[src/rtl/npu_stream_loader_if.sv]
// Bus bundle between the stream loader and its neighbours: source memory
// read port, shared NPU data bus and the valid/ready result stream.
interface npu_stream_loader_if #(
    parameter int DATA_W = 32,
    parameter int ADDR_W = 12
);
    logic              mem_rd;
    logic [ADDR_W-1:0] mem_addr;
    logic [DATA_W-1:0] mem_rdata;
    logic              npu_we;
    logic [DATA_W-1:0] npu_wdata;
    logic              npu_oe;
    logic [DATA_W-1:0] npu_rdata;
    logic              npu_ready;
    logic              out_valid;
    logic [DATA_W-1:0] out_data;
    logic              out_ready;

    modport master (
        output mem_rd, mem_addr,
        input  mem_rdata,
        output npu_we, npu_wdata, npu_oe,
        input  npu_rdata, npu_ready,
        output out_valid, out_data,
        input  out_ready
    );

    modport slave (
        input  mem_rd, mem_addr,
        output mem_rdata,
        input  npu_we, npu_wdata, npu_oe,
        output npu_rdata, npu_ready,
        input  out_valid, out_data,
        output out_ready
    );
endinterface

[src/rtl/npu_stream_loader.sv]
// Host-side sequencer: streams header, weights and per-batch inputs from
// source memory onto the NPU bus, then drains results into a valid/ready stream.
module npu_stream_loader #(
    parameter int DATA_W  = 32,
    parameter int ADDR_W  = 12,
    parameter int CNT_W   = 12,
    parameter int OUT_W   = 5,
    parameter int BATCH_W = 8,
    parameter int TMO_W   = 16
) (
    input  logic               clk,
    input  logic               rst,
    input  logic               start,
    input  logic [ADDR_W-1:0]  base_addr,
    input  logic [CNT_W-1:0]   cfg_num_w,
    input  logic [CNT_W-1:0]   cfg_num_in,
    input  logic [OUT_W-1:0]   cfg_num_out,
    input  logic [BATCH_W-1:0] cfg_batches,
    input  logic [TMO_W-1:0]   cfg_timeout,
    npu_stream_loader_if.master bus,
    output logic               busy,
    output logic               done,
    output logic               err
);
    typedef enum logic [2:0] {
        S_IDLE, S_HDR, S_WGT, S_IN, S_DRAIN, S_WAIT, S_RD, S_FIN
    } state_t;

    localparam logic [CNT_W-1:0] HDR_LAST = CNT_W'(5);

    state_t             state_q, state_d, after_load;
    logic [ADDR_W-1:0]  addr_q, addr_d;
    logic [CNT_W-1:0]   cnt_q, cnt_d;
    logic [CNT_W-1:0]   num_w_q, num_w_d, num_in_q, num_in_d;
    logic [OUT_W-1:0]   num_out_q, num_out_d, out_cnt_q, out_cnt_d;
    logic [BATCH_W-1:0] batch_q, batch_d;
    logic [TMO_W-1:0]   tmo_lim_q, tmo_lim_d, tmo_q, tmo_d, tmo_inc;
    logic               err_q, err_d, we_q, we_d, out_valid_q, out_valid_d;
    logic [DATA_W-1:0]  out_data_q, out_data_d;
    logic               rd, oe;

    assign tmo_inc = tmo_q + 1'b1;

    // Destination once header and weights have been issued.
    always_comb begin
        after_load = S_IN;
        if (batch_q == '0)
            after_load = S_DRAIN;
        else if (num_in_q == '0)
            after_load = S_WAIT;
    end

    always_comb begin
        state_d     = state_q;
        addr_d      = addr_q;
        cnt_d       = cnt_q;
        num_w_d     = num_w_q;
        num_in_d    = num_in_q;
        num_out_d   = num_out_q;
        batch_d     = batch_q;
        tmo_lim_d   = tmo_lim_q;
        tmo_d       = '0;
        out_cnt_d   = '0;
        err_d       = err_q;
        out_valid_d = out_valid_q;
        out_data_d  = out_data_q;
        rd          = 1'b0;
        oe          = 1'b0;
        unique case (state_q)
            S_IDLE: begin
                if (start) begin
                    num_w_d   = cfg_num_w;
                    num_in_d  = cfg_num_in;
                    num_out_d = cfg_num_out;
                    batch_d   = cfg_batches;
                    tmo_lim_d = cfg_timeout;
                    err_d     = 1'b0;
                    rd        = 1'b1;
                    addr_d    = base_addr + 1'b1;
                    cnt_d     = CNT_W'(1);
                    state_d   = S_HDR;
                end
            end
            S_HDR: begin
                rd     = 1'b1;
                addr_d = addr_q + 1'b1;
                cnt_d  = cnt_q + 1'b1;
                if (cnt_q == HDR_LAST) begin
                    cnt_d   = '0;
                    state_d = (num_w_q != '0) ? S_WGT : after_load;
                end
            end
            S_WGT: begin
                rd     = 1'b1;
                addr_d = addr_q + 1'b1;
                cnt_d  = cnt_q + 1'b1;
                if (cnt_q == num_w_q - 1'b1) begin
                    cnt_d   = '0;
                    state_d = after_load;
                end
            end
            S_IN: begin
                rd     = 1'b1;
                addr_d = addr_q + 1'b1;
                cnt_d  = cnt_q + 1'b1;
                if (cnt_q == num_in_q - 1'b1) begin
                    cnt_d   = '0;
                    state_d = S_DRAIN;
                end
            end
            S_DRAIN: begin
                state_d = (batch_q == '0) ? S_FIN : S_WAIT;
            end
            S_WAIT: begin
                // A ready seen in the same cycle as the limit still wins.
                if (bus.npu_ready) begin
                    state_d = S_RD;
                end else if (tmo_lim_q != '0 && tmo_inc == tmo_lim_q) begin
                    err_d   = 1'b1;
                    state_d = S_FIN;
                end else begin
                    tmo_d = tmo_inc;
                end
            end
            S_RD: begin
                out_cnt_d = out_cnt_q;
                oe = (out_cnt_q < num_out_q) && (!out_valid_q || bus.out_ready);
                if (oe) begin
                    out_data_d  = bus.npu_rdata;
                    out_valid_d = 1'b1;
                    out_cnt_d   = out_cnt_q + 1'b1;
                end else if (bus.out_ready) begin
                    out_valid_d = 1'b0;
                end
                if (out_cnt_q == num_out_q && !out_valid_q) begin
                    batch_d = batch_q - 1'b1;
                    if (batch_q > BATCH_W'(1))
                        state_d = (num_in_q == '0) ? S_WAIT : S_IN;
                    else
                        state_d = S_FIN;
                end
            end
            S_FIN: begin
                state_d = S_IDLE;
            end
            default: begin
                state_d = S_IDLE;
            end
        endcase
        we_d = rd;
    end

    always_ff @(posedge clk or negedge rst) begin
        if (!rst) begin
            state_q     <= S_IDLE;
            addr_q      <= '0;
            cnt_q       <= '0;
            num_w_q     <= '0;
            num_in_q    <= '0;
            num_out_q   <= '0;
            batch_q     <= '0;
            tmo_lim_q   <= '0;
            tmo_q       <= '0;
            out_cnt_q   <= '0;
            err_q       <= 1'b0;
            we_q        <= 1'b0;
            out_valid_q <= 1'b0;
            out_data_q  <= '0;
        end else begin
            state_q     <= state_d;
            addr_q      <= addr_d;
            cnt_q       <= cnt_d;
            num_w_q     <= num_w_d;
            num_in_q    <= num_in_d;
            num_out_q   <= num_out_d;
            batch_q     <= batch_d;
            tmo_lim_q   <= tmo_lim_d;
            tmo_q       <= tmo_d;
            out_cnt_q   <= out_cnt_d;
            err_q       <= err_d;
            we_q        <= we_d;
            out_valid_q <= out_valid_d;
            out_data_q  <= out_data_d;
        end
    end

    // The first header read is issued from IDLE, before the pointer is loaded.
    assign bus.mem_rd    = rd;
    assign bus.mem_addr  = !rd ? '0 : (state_q == S_IDLE) ? base_addr : addr_q;
    assign bus.npu_we    = we_q;
    assign bus.npu_wdata = we_q ? bus.mem_rdata : '0;
    assign bus.npu_oe    = oe;
    assign bus.out_valid = out_valid_q;
    assign bus.out_data  = out_data_q;
    assign busy          = (state_q != S_IDLE);
    assign done          = (state_q == S_FIN);
    assign err           = err_q;
endmodule

[src/flat_wrapper.sv]
// flat-port wrapper written by rule: the top's interface ports become plain ports
module npu_stream_loader_flat 
#(
    parameter int DATA_W  = 32,
    parameter int ADDR_W  = 12,
    parameter int CNT_W   = 12,
    parameter int OUT_W   = 5,
    parameter int BATCH_W = 8,
    parameter int TMO_W   = 16
)
  (clk, rst, start, base_addr, cfg_num_w, cfg_num_in, cfg_num_out, cfg_batches, cfg_timeout, busy, done, err, bus_mem_rd, bus_mem_addr, bus_mem_rdata, bus_npu_we, bus_npu_wdata, bus_npu_oe, bus_npu_rdata, bus_npu_ready, bus_out_valid, bus_out_data, bus_out_ready);
  npu_stream_loader_if #(.DATA_W(DATA_W), .ADDR_W(ADDR_W)) bus_i ();
  input  logic clk;
  input  logic rst;
  input  logic start;
  input  logic [ADDR_W-1:0] base_addr;
  input  logic [CNT_W-1:0] cfg_num_w;
  input  logic [CNT_W-1:0] cfg_num_in;
  input  logic [OUT_W-1:0] cfg_num_out;
  input  logic [BATCH_W-1:0] cfg_batches;
  input  logic [TMO_W-1:0] cfg_timeout;
  output logic busy;
  output logic done;
  output logic err;
  output wire logic [$bits(bus_i.mem_rd)-1:0] bus_mem_rd;
  output wire logic [$bits(bus_i.mem_addr)-1:0] bus_mem_addr;
  input wire logic [$bits(bus_i.mem_rdata)-1:0] bus_mem_rdata;
  output wire logic [$bits(bus_i.npu_we)-1:0] bus_npu_we;
  output wire logic [$bits(bus_i.npu_wdata)-1:0] bus_npu_wdata;
  output wire logic [$bits(bus_i.npu_oe)-1:0] bus_npu_oe;
  input wire logic [$bits(bus_i.npu_rdata)-1:0] bus_npu_rdata;
  input wire logic [$bits(bus_i.npu_ready)-1:0] bus_npu_ready;
  output wire logic [$bits(bus_i.out_valid)-1:0] bus_out_valid;
  output wire logic [$bits(bus_i.out_data)-1:0] bus_out_data;
  input wire logic [$bits(bus_i.out_ready)-1:0] bus_out_ready;
  assign bus_mem_rd = bus_i.mem_rd;
  assign bus_mem_addr = bus_i.mem_addr;
  assign bus_i.mem_rdata = bus_mem_rdata;
  assign bus_npu_we = bus_i.npu_we;
  assign bus_npu_wdata = bus_i.npu_wdata;
  assign bus_npu_oe = bus_i.npu_oe;
  assign bus_i.npu_rdata = bus_npu_rdata;
  assign bus_i.npu_ready = bus_npu_ready;
  assign bus_out_valid = bus_i.out_valid;
  assign bus_out_data = bus_i.out_data;
  assign bus_i.out_ready = bus_out_ready;
  npu_stream_loader #(.DATA_W(DATA_W), .ADDR_W(ADDR_W), .CNT_W(CNT_W), .OUT_W(OUT_W), .BATCH_W(BATCH_W), .TMO_W(TMO_W)) u_core (.clk(clk), .rst(rst), .start(start), .base_addr(base_addr), .cfg_num_w(cfg_num_w), .cfg_num_in(cfg_num_in), .cfg_num_out(cfg_num_out), .cfg_batches(cfg_batches), .cfg_timeout(cfg_timeout), .bus(bus_i), .busy(busy), .done(done), .err(err));
endmodule
[config.mk]
export PLATFORM = sky130hd
export DESIGN_NAME = npu_stream_loader_flat
export DESIGN_NICKNAME = d
export VERILOG_FILES = /design/src/rtl/npu_stream_loader_if.sv /design/src/rtl/npu_stream_loader.sv /design/src/flat_wrapper.sv
export SDC_FILE = /design/constraint.sdc
export NUM_CORES = 1
export LEC_CHECK = 0
export ABC_AREA = 1
export CAP_MARGIN = 10
export CORE_MARGIN = 10
export CORE_UTILIZATION = 55
export CTS_BUF_LIST = sky130_fd_sc_hd__clkbuf_8
export DETAILED_ROUTE_END_ITERATION = 10
export HOLD_SLACK_MARGIN = 0.08
export MAX_ROUTING_LAYER = met4
export PLACE_DENSITY = 0.9
export SLEW_MARGIN = 5
export SYNTH_ARGS = -nofsm -noshare
export SYNTH_HDL_FRONTEND = slang
export SYNTH_SLANG_ARGS = --single-unit
[constraint.sdc]
create_clock -name clk -period 4.85 [get_ports clk]
set_input_delay 0.7275 -clock clk [delete_from_list [all_inputs] [get_ports clk]]
set_output_delay 0.7275 -clock clk [all_outputs]
set_load 0.01 [all_outputs]
# --- Word-level counts from Yosys, hierarchy flattened ---
# Index checks and enable logic that the tools add are counted.
totals:
  latch_bits: 0
  in_bits: 134
  wordCells: 110
  mem_count: 0
  reg_bits: 136
  rom_bits: 0
  output_inout_bits: 83
  ramBits: 0
classes:
  div: 0
  n_lt_le_gt_ge: 2
  n_mul: 0
  bitwise_logic: 0
  reduce_logical: 25
  n_mux: 40
  shifts: 0
  n_eq_ne: 21
  addsub: 8
ops:
  columns: ["operator", "count"]
  rows:
  - ["2-to-1 mux 12 bit", 7]
  - ["2-to-1 mux 16 bit", 3]
  - ["one-hot mux 12 bit (4 select lines)", 1]
  - ["adder 12 x 1 -> 12 bit, second input constant", 3]
  - ["2-to-1 mux 3 bit", 11]
  - ["2-to-1 mux 32 bit", 1]
  - ["== test 12 bit", 2]
  - ["one-hot mux 12 bit (2 select lines)", 1]
  - ["one-hot mux 3 bit (8 select lines)", 1]
  - ["subtractor 12 x 1 -> 12 bit, second input constant", 2]
  - ["adder 16 x 1 -> 16 bit, second input constant", 1]
  - ["== test 16 bit", 1]
  - ["2-to-1 mux 8 bit", 2]
  - ["one-hot mux 8 bit (2 select lines)", 1]
  - ["nonzero test 16 bit", 1]
  - ["== test 12 x 3 -> 1 bit, second input constant", 1]
  - ["== test 3 bit, second input constant", 4]
  - ["zero test 12 bit", 1]
  - ["inequality test 2 x 1 -> 1 bit, second input constant", 6]
  - ["nonzero test 12 bit", 1]
  - ["2-to-1 mux 5 bit", 2]
  - ["AND reduction 2 bit", 5]
  - ["> comparator 8 x 1 -> 1 bit, second input constant", 1]
  - ["zero test 8 bit", 1]
  - ["22 further kinds", 36]

# --- Longest topological paths before layout ---
# Gate-level depths: netlist of run 1.
depth:
  depth_word: 6
  mapped_depth: 17
  mapped_depth_nobuf: 16

# --- Least setup slack after synthesis of run 1 ---
# No wires, ideal clock.
synth_timing:
  path_type: "register -> output"
  from: "reg u_core.out_cnt_q[4]"
  to: "out bus_npu_oe"
  path_stages_with_launch: 7
  slack_ns: 2.490
  n_path_buf: 1
  arrival_ns: 1.632
  cell_sequence: "dfrtp_1 ha_1 a21oi_1 o221a_2 nand2_1 nor2_1 buf_2"
synth_between:
  elab_chain_cells: 3
synth_lines:
  columns: ["item", "line", "rtl"]
  rows:
  - ["from (decl)", "npu_stream_loader.sv:35", "logic [OUT_W-1:0] num_out_q, num_out_d, out_cnt_q, out_cnt_d;"]
  - ["from (signal assigned)", "npu_stream_loader.sv:179", "out_cnt_q <= out_cnt_d;"]
  - ["< comparator 5 bit", "npu_stream_loader.sv:127", "oe = (out_cnt_q < num_out_q) && (!out_valid_q || bus.out_ready);"]
  - ["logical AND 1 bit", "npu_stream_loader.sv:127", null]
  - ["2-to-1 mux 1 bit", "npu_stream_loader.sv:69", "unique case (state_q)"]
  - ["to (decl)", "flat_wrapper.sv:30", "output wire logic [$bits(bus_i.npu_oe)-1:0] bus_npu_oe;"]
# Every way passes these cells.

# --- Final worst setup path of run 1 ---
layout_timing:
  from: "reg u_core.state_q[0]"
  to: "out bus_mem_addr[5]"
layout_between:
  elab_chain_cells: 4
  word_cells_on_any_way: 8
  classes_between: "eq/ne (3); mux (3); reduce/logical (2)"
layout_lines:
  columns: ["item", "line", "rtl"]
  rows:
  - ["from (decl)", "npu_stream_loader.sv:31", "state_t state_q, state_d, after_load;"]
  - ["from (signal assigned)", "npu_stream_loader.sv:170", "state_q <= state_d;"]
  - ["== test 3 x 1 -> 1 bit or == test 3 x 2 -> 1 bit (tied branches)", "npu_stream_loader.sv:69", null]
  - ["OR reduction 3 bit (no line)", null, null]
  - ["one-hot mux 1 bit (2 select lines)", "npu_stream_loader.sv:69", null]
  - ["2-to-1 mux 12 bit (*)", "npu_stream_loader.sv:189", "assign bus.mem_addr = !rd ? '0 : (state_q == S_IDLE) ? base_addr : addr_q;"]
  - ["to (decl)", "flat_wrapper.sv:26", "output wire logic [$bits(bus_i.mem_addr)-1:0] bus_mem_addr;"]
# Every way passes the cells marked *; elsewhere a longest branch is shown, timed or not.

==> results of run 1 <==
-- worst max-delay path: stages (launching register included) --
cell and delay [ns]:
dfrtp_1 0.43, inv_2 0.08, nand2_2 0.21, nor2_1 0.13
inv_1 0.34, nor2_1 0.10, inv_1 0.07, nand2_1 0.04
buf_4 0.19, inv_1 0.53, o21ai_0 0.23, a21oi_1 0.16
clkdlybuf4s50_1 0.55
-- cells by family (layout without fill, tap and decap cells) --
| family | count (synthesis) | after routing | synth area share (%) |
|---|---|---|---|
| AO/OA/AOI/OAI | 142 | 142 | 9.68 |
| XOR/XNOR | 31 | 31 | 3.49 |
| adder cells (fa/ha/maj) | 14 | 14 | 2.14 |
| buffers and inverters | 184 | 404 | 8.93 |
| flip-flops | 136 | 136 | 41.7 |
| other | 0 | 2 | 0 |
| AND/OR/NAND/NOR | 649 | 649 | 34.1 |
-- power by group --
part	internal, mW	switching [mW]	total (mW)	leakage (nW)
Clock	0.465	0.493	0.958	0.188
Sequential	1.56	0.375	1.93	1.73
Combinational	1.33	1.73	3.07	3.38
-- routing by layer --
layer	vias to the layer above	part of all wire [%]
met2	292	49
met4	0	1.3
met1	3766	43
met3	32	6.9
met5	-	0
li1	4045	-
-- area by class of cell --
type | count | area [sq um]
multi-input combinational | 836 | 4040
clock inverter | 15 | 166
antenna | 2 | 5.00
inverter | 151 | 567
clock buffer | 17 | 234
tap | 184 | 230
fill | 1128 | 3690
timing repair buffer | 221 | 2200
sequential | 136 | 3400
-- state kept, by name, indices dropped and copies added (netlist names) --
name                  flops
u_core.bus.out_data      32
u_core.tmo_lim_q         16
u_core.tmo_q             16
u_core.addr_q            12
u_core.cnt_q             12
u_core.num_in_q          12
u_core.num_w_q           12
u_core.batch_q            8
u_core.num_out_q          5
u_core.out_cnt_q          5
u_core.state_q            3
u_core.bus.npu_we         1
u_core.bus.out_valid      1
u_core.err                1
-- worst max-delay path by stage --
stage          cells past startpoint          endpoint                            start  slack, ns
6_report                          12   bus_mem_addr[5]    u_core.state_q[0]$_DFFE_PN0P_       0.60
3_3_place_gp                       9   bus_mem_addr[5]                            start       1.16
5_1_grt                           12  bus_mem_addr[10]    u_core.state_q[0]$_DFFE_PN0P_       0.31
4_1_cts                           12   bus_mem_addr[5]    u_core.state_q[0]$_DFFE_PN0P_       0.58
3_5_place_dp                       9   bus_mem_addr[5]                            start       1.10
2_1_floorplan                      6        bus_npu_oe  u_core.out_cnt_q[4]$_DFFE_PN0P_       2.49
-- placed cells by master, fill, tap and decap left out, drive strengths merged, types with 3 or more instances in the layout --
cell,n
nand3b,7
o211ai,4
nand3,69
xnor2,10
nor4,3
clkinvlp,5
clkdlybuf4s50,215
nand2,431
a21oi,25
nor3,9
clkbuf,17
o21ai,86
dfrtp,136
nand4,12
xor2,20
ha,14
inv,155
or2,3
buf,6
o21bai,4
nor2,112
clkinv,4
a31oi,3
o22ai,11
==> reports/qor.yml, run 1 <==
global_routing:
  grt.met2_usage_pct: 38.5
  grt_first_pass_wirelength_microns: 37600
  antenna_found_initial: 2
  top_usage_layer: "met2"
  grt_overflow: 0
  grtUsageMet3_pct: 6.41
  track_usage_pct: 23.4
  grtUsageMet1_pct: 27.6
  grt_pass1_vias: 7895
  grt_max_degree: 111
clocking:
  htreeDepth: 4
  cts-root-buf: "clkbuf_8"
  cts_buffer_depth: 2
  clk_pin_slew_ns: 0.09
  cts_hold_buffers: 0
  cts_sinks: 136
  numCtsBuffers: 17
  cts_tree: "yes"
  postCtsResizedCells: 0
  post_cts_buffers: 0
  clock_latency_ns: 0.47
logic_synthesis:
  syn_avg_cell_area_sq_um: 7.07
  synth_warnings: 0
  yosysMostFrequentCell: "nand2_1"
  yosys-top-cells-count: "416 x nand2_1, 142 x inv_1, 136 x dfrtp_1"
  ys_ff_latch: 136
  synth_cell_types: 50
  netlist_instances: 1156
  synthFlopType: "dfrtp_1"
  synth_nets: 1304
  ys_seq_area_share_pct: 41.7
  syn_area_sq_mm: 0.00817
  yosysTopAreaCell: "dfrtp_1"
  synth_edf_count: 0
  synth_area_leaders: "dfrtp_1 42%, nand2_1 19%, inv_1 6.5%, o21ai_0 4.4%, nor2_1 4.4%"
  async_flop_share_pct: 100
  synth_top_area_share_pct: 41.7
timing:
  drv_slew: 0
  hold_ws_ns: 0.395
  timing.final.ws_setup_ns: 0.603
  fmax_ghz: 0.235
  hold_violations: 0
  min_period_over_period_pct: 87.6
  worstMarginPinSlew_ns: 1.05
  rsz0062_at_grt: "false"
  min_period_ns: 4.25
  fin_skew_ns: 0.00965
  setup_tns_ns: 0
  slew_headroom_pct: 30.0
  final-setup-viol-count: 0
critical_path:
  crit_arrival_ns: 3.52
  r2r_start: "u_core.state_q[0]$_DFFE_PN0P_"
  endpoint_kind: "primary output"
  critPathMaxFanout: 23
  crit_type: "reg -> out"
  reg2reg_depth: 7
  worstSetupStartpointType: "flip-flop"
  regToRegEndpoint: "u_core.tmo_lim_q[6]$_DFFE_PN0P_"
  r2r_slack_ns: 2.02
  crit_required_ns: 4.12
detailed_routing:
  drc: 0
  totalWireLength_microns: 23000
  num_vias: 8135
  wl_per_cell_microns: 14.7
  drtIter0Drc: 700
  ant_nets: 0
  firstDrtPassIters: 6
  vias_per_cell: 5.21
layout:
  final_cells: 1562
  syn_to_final_growth_pct: 32.8
  stdcell_area_sq_mm: 0.0108
  final_nets: 1511
  drive_gt1_share_pct: 6.32
  final_util_pct: 74.6
placement:
  placedInstanceArea_sq_mm: 0.0104
  dp_slack_ns: 1.10
  io_buffers: 216
  hpwlAfterDp_microns: 17500
  dp.cells: 1528
  place.gp.congestion: 0.887
floorplanning:
  rows: 44
  die_h_microns: 142
  core_area_sq_mm: 0.0145
  pin_count: 217
  start_util_pct: 56.2
  dieArea_sq_mm: 0.0201
  die_w_microns: 142
min_path:
  hold_class: "in -> async"
pwr:
  ir_drop_mv: 0.395
  leakagePower_nw: 5.31
  p_per_area_mw_per_mm2: 549
  fin_total_pwr_mw: 5.96
status:
  outcome: "finished, final reports clean"
flow_run:
  max_cap_viol_count: 0
(Power assumes the default switching activity.)
==> inputs of run 2 (changes only) <==
SETUP_SLACK_MARGIN = 0.15   (was default)
==> results of run 2 <==
The final DEF is identical to that of run 1; final timing and power are the same.
==> inputs of run 3 (changes only) <==
ABC_AREA = default   (was 1)
==> run 3 against run 2 <==
Net effect:
- flip-flop and latch count did not move
- routed wire length grew 2.3%
- utilization increased by 0.39 points
- critical path depth down 7
- sequential power is 13% higher
- cell count down 18%
- synthesized cell count fell by 22%
- clock power increased by 15%
- non-clock buffer count is 3 higher
- clock skew up 0.00067 ns
- worst setup slack improved by 0.56 ns
- critical path type unchanged
- critical endpoint is now bus_mem_rd
==> reports/qor.yml, run 3 <==
timing:
  drv_slew: 0  # unchanged
  fin_skew_ns: 0.0103  # +0.000666 ns
  min_period_over_period_pct: 76.0  # -12 points
  slew_headroom_pct: 40.5  # +10 points
  final-setup-viol-count: 0  # unchanged
  hold_violations: 0  # unchanged
  fmax_ghz: 0.271  # +15%
  worstMarginPinSlew_ns: 0.893  # -0.155 ns
  rsz0062_at_grt: "false"
  min_period_ns: 3.68  # -0.562 ns
  setup_tns_ns: 0  # unchanged
logic_synthesis:
  syn_avg_cell_area_sq_um: 9.29  # +31%
  synth_edf_count: 0  # unchanged
  async_flop_share_pct: 100  # unchanged
  yosys-top-cells-count: "136 x dfrtp_1, 79 x nand2_1, 68 x mux2_2"
  yosysMostFrequentCell: "dfrtp_1"
  ys_seq_area_share_pct: 40.9  # -0.78 points
  synth_cell_types: 77  # +54%
  yosysTopAreaCell: "dfrtp_1"
  ys_ff_latch: 136  # unchanged
  synth_top_area_share_pct: 40.9  # -0.78 points
  synth_area_leaders: "dfrtp_1 41%, mux2_2 9.2%, xnor2_1 4.4%, nand2_1 3.6%, a21oi_1 3.4%"
  netlist_instances: 896  # -22%
  synthFlopType: "dfrtp_1"
  synth_warnings: 0  # unchanged
  synth_nets: 1044  # -20%
  syn_area_sq_mm: 0.00833  # +1.9%
placement:
  place.gp.congestion: 0.935  # +5.4%
  hpwlAfterDp_microns: 17300  # -1.4%
  io_buffers: 216  # unchanged
pwr:
  leakagePower_nw: 4.52  # -15%
  ir_drop_mv: 0.319  # -19%
  p_per_area_mw_per_mm2: 570  # +3.8%
critical_path:
  critPathMaxFanout: 26  # +13%
  endpoint_kind: "primary output"
  worstSetupStartpointType: "flip-flop"
  crit_type: "reg -> out"
  crit_required_ns: 4.12  # about the same
  crit_arrival_ns: 2.96  # -0.56 ns
floorplanning:
  rows: 44  # unchanged
  core_area_sq_mm: 0.0147  # +1.1%
  pin_count: 217  # unchanged
  die_w_microns: 143  # +0.82%
  die_h_microns: 143  # +0.82%
  dieArea_sq_mm: 0.0205  # +1.6%
  start_util_pct: 56.6  # +0.43 points
clocking:
  cts_sinks: 136  # unchanged
  numCtsBuffers: 17  # unchanged
  cts-root-buf: "clkbuf_8"
  cts_hold_buffers: 0  # unchanged
  clk_pin_slew_ns: 0.08  # about the same
  cts_buffer_depth: 2  # unchanged
  postCtsResizedCells: 0  # unchanged
  cts_tree: "yes"
  post_cts_buffers: 0  # unchanged
  clock_latency_ns: 0.46  # about the same
  htreeDepth: 4  # unchanged
global_routing:
  grt_pass1_vias: 7484  # -5.2%
  grt_overflow: 0  # unchanged
  grt_first_pass_wirelength_microns: 37500  # -0.33%
  track_usage_pct: 23.2  # -0.14 points
  antenna_found_initial: 2  # unchanged
  grt_max_degree: 100  # -9.9%
detailed_routing:
  vias_per_cell: 5.93  # +14%
  drc: 0  # unchanged
  wl_per_cell_microns: 18.4  # +25%
  totalWireLength_microns: 23500  # +2.3%
  firstDrtPassIters: 6  # unchanged
  num_vias: 7591  # -6.7%
  drtIter0Drc: 664  # -5.1%
  ant_nets: 0  # unchanged
status:
  outcome: "finished, final reports clean"
layout:
  syn_to_final_growth_pct: 32.4
  final_common_cell: "clkdlybuf4s50_1"
  largest_reg_flops: 32  # unchanged
  drive_gt1_share_pct: 11.2  # +4.9 points
  layout_common_cells: "215 x clkdlybuf4s50_1, 136 x dfrtp_1, 79 x nand2_1, 68 x mux2_2, 62 x nor2_1"
  final_nets: 1230  # -19%
  final_util_pct: 75.0  # +0.39 points
  fill_cells: 1028  # -8.9%
min_path:
  hold_class: "in -> async"
flow_run:
  max_cap_viol_count: 0  # unchanged
==> run 3: cell count changes in the layout (fill, tap and decap cells not counted), moves of 12 or more <==
cell | before | now
o21ai_1 | 12 | 0
inv_1 | 141 | 27
a21oi_1 | 25 | 57
nor2_1 | 95 | 62
a31oi_1 | 3 | 16
mux2_2 | 0 | 68
and2_1 | 1 | 35
xnor2_1 | 10 | 42
nor4_1 | 3 | 16
nand2_1 | 416 | 79
o21ai_0 | 72 | 50
nand3_1 | 67 | 38
==> run 3: cell families after synthesis <==
group | Yosys count | synth area share (%)
AO/OA/AOI/OAI | 192 | 14.4
buffers and inverters | 84 | 4.03
flip-flops | 136 | 40.9
AND/OR/NAND/NOR | 326 | 20.7
XOR/XNOR | 65 | 7.36
multiplexers | 79 | 10.5
adder cells (fa/ha/maj) | 14 | 2.10
==> run 3: path summary, 6_finish.rpt <==
path                                                    start  slack [ns]                            endpoint  depth (start not counted)
max                             u_core.state_q[0]$_DFFE_PN0P_        1.17                          bus_mem_rd                          5
min                                                       rst        0.35        u_core.addr_q[5]$_DFFE_PN0P_                          1
max reg2reg                         u_core.tmo_q[5]$_DFF_PN0_        1.18       u_core.state_q[0]$_DFFE_PN0P_                          8
min reg2reg                u_core.bus.out_data[0]$_DFFE_PN0P_        0.51  u_core.bus.out_data[0]$_DFFE_PN0P_                          1
max in group asynchronous                                 rst        3.43       u_core.addr_q[10]$_DFFE_PN0P_                          2
min in group clk           u_core.bus.out_data[0]$_DFFE_PN0P_        0.51  u_core.bus.out_data[0]$_DFFE_PN0P_                          1
==> run 3: where the power goes <==
| part | internal, mW | switching, mW | leakage (nW) | total (mW) |
|---|---|---|---|---|
| logic | 1.60 | 1.40 | 2.60 | 3.00 |
| registers | 1.59 | 0.604 | 1.69 | 2.19 |
| clock network | 0.629 | 0.468 | 0.226 | 1.10 |
==> run 3: stage by stage <==
stage	setup slack, ns	hold slack, ns	power (mW)	cells	area [sq um]
2_1_floorplan	1.79	0.432	4.01	896	8330
3_3_place_gp	1.29	0.487	5.05	1247	10600
3_5_place_dp	1.23	0.495	5.17	1247	10600
4_1_cts	1.19	0.383	6.29	1278	11000
5_1_grt	0.997	0.400	6.73	1280	11000
6_report	1.17	0.354	6.29	1280	11000
==> run 3: area by class of cell <==
type | count | area, sq um | share of cell area (%)
flip-flops and latches | 136 | 3400 | 30.9
well taps | 184 | 230 | 2.09
diodes | 2 | 5.00 | 0.0454
multi-input cells | 676 | 4600 | 41.7
repair buffers | 224 | 2220 | 20.2
inverters | 27 | 101 | 0.919
clock inverters | 13 | 218 | 1.97
clock buffers | 18 | 248 | 2.25
==> run 3: critical path, cell delays in order (launching register included) <==
cell,delay [ns]
dfrtp_1,0.73
nor2_1,0.09
buf_4,0.25
a21o_1,0.30
inv_1,0.46
clkdlybuf4s50_1,0.66
==> run 3: metal layers <==
layer  GRT usage (%)  up-vias  part of all wire (%)  wire length (microns)
met2            37.9      371                    47                  11100
met1            26.8     3599                    41                   9640
met4            7.87        0                   2.2                    510
met5               -        -                     0                      0
li1                -     3579                     -                      -
met3            6.97       42                   9.8                   2300
